<file path="src/rtl/gpu_cpu2vram_pixel_unpack_if.sv">
// Word-in / pixel-pair-out bus of the CPU-to-VRAM pixel unpacker.
// Stats signals exist only when GPU_C2V_STATS_EN is defined.
interface gpu_cpu2vram_pixel_unpack_if #(
  parameter int WIDTH = 16,
  parameter int CNT_W = 20
);
  logic               start;
  logic [10:0]        width;
  logic [9:0]         height;
  logic               force_mask;
  logic               word_valid;
  logic [2*WIDTH-1:0] word;
  logic               word_ready;
  logic               push0;
  logic [WIDTH-1:0]   data0;
  logic               push1;
  logic [WIDTH-1:0]   data1;
  logic               last;
  logic               accept0;
  // Mirrors accept0 on the FIFO side; the unpacker never looks at it.
  logic               accept1;
  logic               busy;
  logic               done;
`ifdef GPU_C2V_STATS_EN
  logic [CNT_W-1:0]   pix_count;
  logic               stall;
`endif

  modport slave (
    input  start, width, height, force_mask, word_valid, word, accept0,
    output word_ready, push0, data0, push1, data1, last, busy, done
`ifdef GPU_C2V_STATS_EN
    , output pix_count, stall
`endif
  );

  modport master (
    output start, width, height, force_mask, word_valid, word, accept0, accept1,
    input  word_ready, push0, data0, push1, data1, last, busy, done
`ifdef GPU_C2V_STATS_EN
    , input pix_count, stall
`endif
  );
endinterface

</file>
<file path="src/rtl/gpu_cpu2vram_pixel_unpack.sv">
// Splits GP0 upload words into registered pixel pairs for the CPU->VRAM FIFO.
// Optional pixel/stall statistics are enabled with GPU_C2V_STATS_EN.
module gpu_cpu2vram_pixel_unpack #(
  parameter int WIDTH = 16,
  parameter int CNT_W = 20
) (
  input  logic                            clk,
  input  logic                            rst,
  gpu_cpu2vram_pixel_unpack_if.slave      bus
);
  typedef enum logic [1:0] {IDLE, XFER, DONE} state_t;

  state_t             state;
  logic [CNT_W-1:0]   remaining;
  logic               mask_q;
  logic               out_valid;
  logic               pair_q;
  logic               last_q;
  logic [WIDTH-1:0]   data0_q;
  logic [WIDTH-1:0]   data1_q;

  logic [20:0]        prod;
  logic               word_ready;
  logic               load;
  logic               take;
  logic [WIDTH-1:0]   msb;

  assign prod       = 21'(bus.width) * 21'(bus.height);
  // remaining hits zero once the final word is loaded, which closes the input.
  assign word_ready = (state == XFER) && (remaining != '0) && (!out_valid || bus.accept0);
  assign load       = word_ready && bus.word_valid;
  assign take       = out_valid && bus.accept0;
  assign msb        = {mask_q, {(WIDTH-1){1'b0}}};

  always_ff @(posedge clk) begin
    if (rst) begin
      state     <= IDLE;
      remaining <= '0;
      mask_q    <= 1'b0;
      out_valid <= 1'b0;
      pair_q    <= 1'b0;
      last_q    <= 1'b0;
      data0_q   <= '0;
      data1_q   <= '0;
    end else begin
      case (state)
        IDLE: begin
          if (bus.start) begin
            remaining <= CNT_W'(prod);
            mask_q    <= bus.force_mask;
            state     <= (prod == 21'd0) ? DONE : XFER;
          end
        end
        XFER: begin
          if (load) begin
            out_valid <= 1'b1;
            data0_q   <= bus.word[WIDTH-1:0] | msb;
            if (remaining >= CNT_W'(2)) begin
              data1_q   <= bus.word[2*WIDTH-1:WIDTH] | msb;
              pair_q    <= 1'b1;
              last_q    <= (remaining == CNT_W'(2));
              remaining <= remaining - CNT_W'(2);
            end else begin
              data1_q   <= '0;
              pair_q    <= 1'b0;
              last_q    <= 1'b1;
              remaining <= '0;
            end
          end else if (take) begin
            out_valid <= 1'b0;
            pair_q    <= 1'b0;
            last_q    <= 1'b0;
            if (last_q) state <= DONE;
          end
        end
        DONE:    state <= IDLE;
        default: state <= IDLE;
      endcase
    end
  end

  assign bus.word_ready = word_ready;
  assign bus.push0      = out_valid;
  assign bus.push1      = out_valid && pair_q;
  assign bus.last       = out_valid && last_q;
  assign bus.data0      = data0_q;
  assign bus.data1      = data1_q;
  assign bus.busy       = (state != IDLE);
  assign bus.done       = (state == DONE);

`ifdef GPU_C2V_STATS_EN
  logic [CNT_W-1:0] pix_count;

  always_ff @(posedge clk) begin
    if (rst)
      pix_count <= '0;
    else if (state == IDLE && bus.start)
      pix_count <= '0;
    else if (take)
      pix_count <= pix_count + (pair_q ? CNT_W'(2) : CNT_W'(1));
  end

  assign bus.pix_count = pix_count;
  assign bus.stall     = out_valid && !bus.accept0;
`endif
endmodule
</file>
<file path="src/flat_wrapper.sv">
// flat-port wrapper written by rule: the top's interface ports become plain ports
module gpu_cpu2vram_pixel_unpack_flat 
#(
  parameter int WIDTH = 16,
  parameter int CNT_W = 20
)
  (clk, rst, bus_start, bus_width, bus_height, bus_force_mask, bus_word_valid, bus_word, bus_accept0, bus_word_ready, bus_push0, bus_data0, bus_push1, bus_data1, bus_last, bus_busy, bus_done);
  gpu_cpu2vram_pixel_unpack_if #(.WIDTH(WIDTH), .CNT_W(CNT_W)) bus_i ();
  input  logic clk;
  input  logic rst;
  input wire logic [$bits(bus_i.start)-1:0] bus_start;
  input wire logic [$bits(bus_i.width)-1:0] bus_width;
  input wire logic [$bits(bus_i.height)-1:0] bus_height;
  input wire logic [$bits(bus_i.force_mask)-1:0] bus_force_mask;
  input wire logic [$bits(bus_i.word_valid)-1:0] bus_word_valid;
  input wire logic [$bits(bus_i.word)-1:0] bus_word;
  input wire logic [$bits(bus_i.accept0)-1:0] bus_accept0;
  output wire logic [$bits(bus_i.word_ready)-1:0] bus_word_ready;
  output wire logic [$bits(bus_i.push0)-1:0] bus_push0;
  output wire logic [$bits(bus_i.data0)-1:0] bus_data0;
  output wire logic [$bits(bus_i.push1)-1:0] bus_push1;
  output wire logic [$bits(bus_i.data1)-1:0] bus_data1;
  output wire logic [$bits(bus_i.last)-1:0] bus_last;
  output wire logic [$bits(bus_i.busy)-1:0] bus_busy;
  output wire logic [$bits(bus_i.done)-1:0] bus_done;
  assign bus_i.start = bus_start;
  assign bus_i.width = bus_width;
  assign bus_i.height = bus_height;
  assign bus_i.force_mask = bus_force_mask;
  assign bus_i.word_valid = bus_word_valid;
  assign bus_i.word = bus_word;
  assign bus_i.accept0 = bus_accept0;
  assign bus_word_ready = bus_i.word_ready;
  assign bus_push0 = bus_i.push0;
  assign bus_data0 = bus_i.data0;
  assign bus_push1 = bus_i.push1;
  assign bus_data1 = bus_i.data1;
  assign bus_last = bus_i.last;
  assign bus_busy = bus_i.busy;
  assign bus_done = bus_i.done;
  gpu_cpu2vram_pixel_unpack #(.WIDTH(WIDTH), .CNT_W(CNT_W)) u_core (.clk(clk), .rst(rst), .bus(bus_i));
endmodule
</file>
<file path="config.mk">
export PLATFORM = sky130hd
export DESIGN_NAME = gpu_cpu2vram_pixel_unpack_flat
export DESIGN_NICKNAME = d
export VERILOG_FILES = /design/src/rtl/gpu_cpu2vram_pixel_unpack_if.sv /design/src/rtl/gpu_cpu2vram_pixel_unpack.sv /design/src/flat_wrapper.sv
export SDC_FILE = /design/constraint.sdc
export NUM_CORES = 1
export LEC_CHECK = 0
export BUFFER_PORTS_ARGS = -buffer_cell sky130_fd_sc_hd__buf_2
export CELL_PAD_IN_SITES_DETAIL_PLACEMENT = 0
export CELL_PAD_IN_SITES_GLOBAL_PLACEMENT = 1
export CORE_MARGIN = 3
export CORE_UTILIZATION = 44
export DETAILED_ROUTE_END_ITERATION = 12
export PLACE_DENSITY = 0.85
export RECOVER_POWER = 50
export SYNTH_ARGS = -nofsm -noshare
export SYNTH_HDL_FRONTEND = slang
export SYNTH_SLANG_ARGS = --single-unit
</file>
<file path="constraint.sdc">
create_clock -name clk -period 7.9 [get_ports clk]
set_input_delay 1.58 -clock clk [delete_from_list [all_inputs] [get_ports clk]]
set_output_delay 1.58 -clock clk [all_outputs]
set_load 0.01 [all_outputs]
</file>
==> impl_metrics.yaml <==
setup_path:
  critical_path.n_buffers_inverters: 2
  worst-endpoint-required_ns: 8.17
  worst-path-max-fanout: 11
  timing.setup.critical_path_class: "input port to register"
  cp_max_delay_cell: "sky130_fd_sc_hd__fa_1"
  worst_ep_arrival_time_ns: 6.97
  timing.critical_path.mode_cell: "sky130_fd_sc_hd__fa_1"
  critPathLaunchType: "input port"
  crit_family: "adder cells"
  critPathMaxStageDelay_ns: 0.57
  critical_path.cell_chain: "buf_2, nand2_1, fa_1, fa_1, fa_1, fa_1, fa_1, inv_1, ha_1, a21oi_1, o22ai_1, a31o_2, or3_1, a221o_1, nor4_2, a31o_1"
  worstSetupEndpointType: "register"
sta:
  worst-slew-pin-transition_ns: 2.71
  timing.slew.headroom: -0.804
  final_critical_path_setup_slack_ns: 1.21
  worst_clock_skew_ns: 0.00379
  timing.final.setup_violations: 0
  maxClockFrequency_mhz: 149
  grt_setup_unrepaired: "no"
  final_slew_violations: 60
  final_min_period_over_clock_period: 0.847
  sum_of_negative_setup_slack_ns: 0
  timing.hold.ws_ns: 0.475
  post-route-min-period_ns: 6.69
  final_hold_viol_count: 0
grt:
  congestion_overflow_gr: 0
  groute.layer.met3.usage: 0.0397
  grt_start_max_net_pins: 60
  first_global_vias: 5958
  global_route.peak_usage_layer: "met2"
  grt_util_met1: 0.292
  antenna_found_initial: 0
  grt_first_pass_wirelength_um: 28400
  grt_resource_usage_total: 0.211
  grtUsageMet2: 0.346
pwr:
  internal-power_mw: 1.43
  power_frac_seq: 0.135
  power.net_switching_mw: 1.35
  vdd_ir_drop_max_mv: 0.270
  switching_fraction_of_total_power: 0.486
  power_frac_comb: 0.705
  power_density_nw_per_um2: 377
  cellLeakagePower_nw: 3.37
  clockPowerShare: 0.160
status:
  outcome: "complete, but fails checks"
  failing_checks: "max-capacitance violations, max-slew violations"
placed_design:
  dp.cells: 1025
  place_worst_setup_slack_ns: 0.948
  postPlaceCellArea_um2: 7050
  buffer_ports.inserted: 96
  routabilityCongestion: 0.829
  dp_hpwl_um: 12700
synthesis:
  syn_avg_cell_area_um2: 8.19
  number_of_enable_type_register_cells_in_the_synthesized_netlist: 0
  synth_top_area_share: 0.216
  synthCells: 794
  synth_top_area_cell: "sky130_fd_sc_hd__fa_1"
  netlist-cell-type-count: 58
  ys_ff_latch: 58
  synthFlopType: "sky130_fd_sc_hd__dfxtp_1"
  synthArstFlopShare: 0
  synthMostInstantiatedCell: "sky130_fd_sc_hd__nand2_1"
  seq_area_frac_synth: 0.179
  total_of_warnings_raised_by_yosys: 0
  synth_area_um2: 6500
  netlist_top_cells_count: "sky130_fd_sc_hd__nand2_1, sky130_fd_sc_hd__nor2_1, sky130_fd_sc_hd__fa_1, sky130_fd_sc_hd__inv_1, sky130_fd_sc_hd__dfxtp_1"
  syn_nets: 980
  synth_area_leaders: "sky130_fd_sc_hd__fa_1, sky130_fd_sc_hd__dfxtp_1, sky130_fd_sc_hd__ha_1"
die:
  fp.dieW_um: 128
  std_cell_rows: 43
  io_pins: 97
  initial_utilization: 0.460
  fp.coreArea_um2: 14100
  chipHeight_um: 128
  die-area_um2: 16300
layout:
  final_nets: 1042
  stdcell_area_um2: 7350
  antenna_cells_inserted: 0
  stdcell_count: 1041
  final.fill_count: 1383
  multi_input_area_um2: 4900
  seq_area_um2: 1160
  area_growth_pct: 13.0
  drive_above_1_share: 0.101
route:
  num_vias: 5836
  remaining_drc_errors: 0
  detail-route-antenna-nets: 0
  vias_per_cell: 5.61
  avgRoutedWirePerCell_um: 15.7
  drtIter0Drc: 394
  detail_route.wirelength_um: 16300
  detailedRoute.firstPassIterationCount: 5
cts:
  cts_resized: 0
  clock_tree.root_cell: "sky130_fd_sc_hd__clkbuf_16"
  tritoncts: "built"
  cts.reportedPaths.clkPinSlew_ns: 0.05
  cts-htree-levels: 3
  cts-buffers-inserted: 9
  cts.sink_count: 58
  post-cts-setup-buffer-count: 0
  max-clock-path-buffers: 2
  clock_latency_ns: 0.33
  cts_hold_buf: 0
run:
  maxCapViolCount: 1
worst_hold_path:
  worst_hold_path_type: "register to register"
[stage by stage]
step	power, mW	util
floorplan	1.90	-
global placement	2.33	0.498
detailed placement	2.32	0.498
CTS	2.78	0.523
global route	3.09	0.519
finish	2.77	0.519
[worst paths after layout]
path,startpoint,end,slack (ns),depth (start not counted)
max,bus_height[1],u_core.state[1],1.21,16
min,u_core.mask_q,u_core.mask_q,0.47,2
max reg2reg,u_core.remaining[11],u_core.state[1],3.91,8
min reg2reg,u_core.mask_q,u_core.mask_q,0.47,2
[worst register-to-register path, stage by stage (launching register included)]
cell and delay, ns:
sky130_fd_sc_hd__dfxtp_1 0.34, sky130_fd_sc_hd__or3_1 0.45, sky130_fd_sc_hd__or4b_4 0.59, sky130_fd_sc_hd__o311ai_4 0.68, sky130_fd_sc_hd__buf_4 0.48, sky130_fd_sc_hd__o21ai_1 0.24, sky130_fd_sc_hd__or4_1 0.62, sky130_fd_sc_hd__nor4_2 0.35
sky130_fd_sc_hd__a31o_1 0.19
[routing by layer]
layer	part of all wire	vias to the layer above
li1	-	2828
met1	0.47	2809
met2	0.47	185
met3	0.058	14
met4	0.010	0
met5	0	-
[cells in the final DEF, fill, tap and decap left out, types with 5 or more instances in the layout]
cell type,netlist,routed
sky130_fd_sc_hd__nand2_1,104,104
sky130_fd_sc_hd__nor2_1,83,83
sky130_fd_sc_hd__fa_1,70,70
sky130_fd_sc_hd__inv_1,69,69
sky130_fd_sc_hd__buf_2,1,60
sky130_fd_sc_hd__dfxtp_1,58,58
sky130_fd_sc_hd__ha_1,57,57
sky130_fd_sc_hd__and2_1,45,44
sky130_fd_sc_hd__a21oi_1,38,38
sky130_fd_sc_hd__clkbuf_1,46,37
sky130_fd_sc_hd__o21ai_0,34,34
sky130_fd_sc_hd__a22oi_1,22,22
sky130_fd_sc_hd__mux2i_1,16,16
sky130_fd_sc_hd__nand3_1,11,11
sky130_fd_sc_hd__nor3_1,10,10
sky130_fd_sc_hd__nor4_1,9,9
sky130_fd_sc_hd__a211oi_1,9,9
sky130_fd_sc_hd__clkbuf_16,0,9
sky130_fd_sc_hd__xnor2_1,8,8
sky130_fd_sc_hd__or3_1,7,7
sky130_fd_sc_hd__a21o_1,7,7
sky130_fd_sc_hd__and3_1,7,7
sky130_fd_sc_hd__nand4_1,6,6
sky130_fd_sc_hd__o211ai_1,6,6
sky130_fd_sc_hd__nor2b_1,5,5
sky130_fd_sc_hd__o22ai_1,5,5
sky130_fd_sc_hd__xor2_1,5,5
[logic make-up (layout without fill, tap and decap cells)]
logic type / count (synthesis) / after routing / share of synthesized area
adders and majority gates: 127 / 127 / 0.325
muxes: 19 / 19 / 0.0298
and+or+nand+nor: 307 / 307 / 0.225
DFF: 58 / 58 / 0.179
AOI/OAI and AO/OA: 153 / 153 / 0.156
buffers and inverters: 117 / 184 / 0.0677
xor gates and xnor gates: 13 / 13 / 0.0175
[registers in the layout, summed over array words and instances (netlist names)]
signal            count
u_core.state          2
u_core.remaining     20
u_core.bus.data1     16
u_core.bus.push0      1
u_core.bus.data0     16
u_core.last_q         1
u_core.pair_q         1
u_core.mask_q         1
[final cells by class]
| class | count | area share |
|---|---|---|
| sequential | 58 | 0.158 |
| multi-input combinational | 619 | 0.667 |
| inverter | 69 | 0.0352 |
| tap | 180 | 0.0306 |
| clock buffer | 13 | 0.0381 |
| clock inverter | 3 | 0.00936 |
| timing repair buffer | 99 | 0.0618 |
[power by group through the flow]
stage	sequential [mW]	combinational [mW]	clock, mW
2_1_floorplan	0.374	1.52	0
3_3_place_gp	0.378	1.95	0
3_5_place_dp	0.379	1.94	0
4_1_cts	0.373	1.96	0.450
5_1_grt	0.381	2.25	0.462
6_report	0.375	1.95	0.443
(Power assumes the default switching activity.)
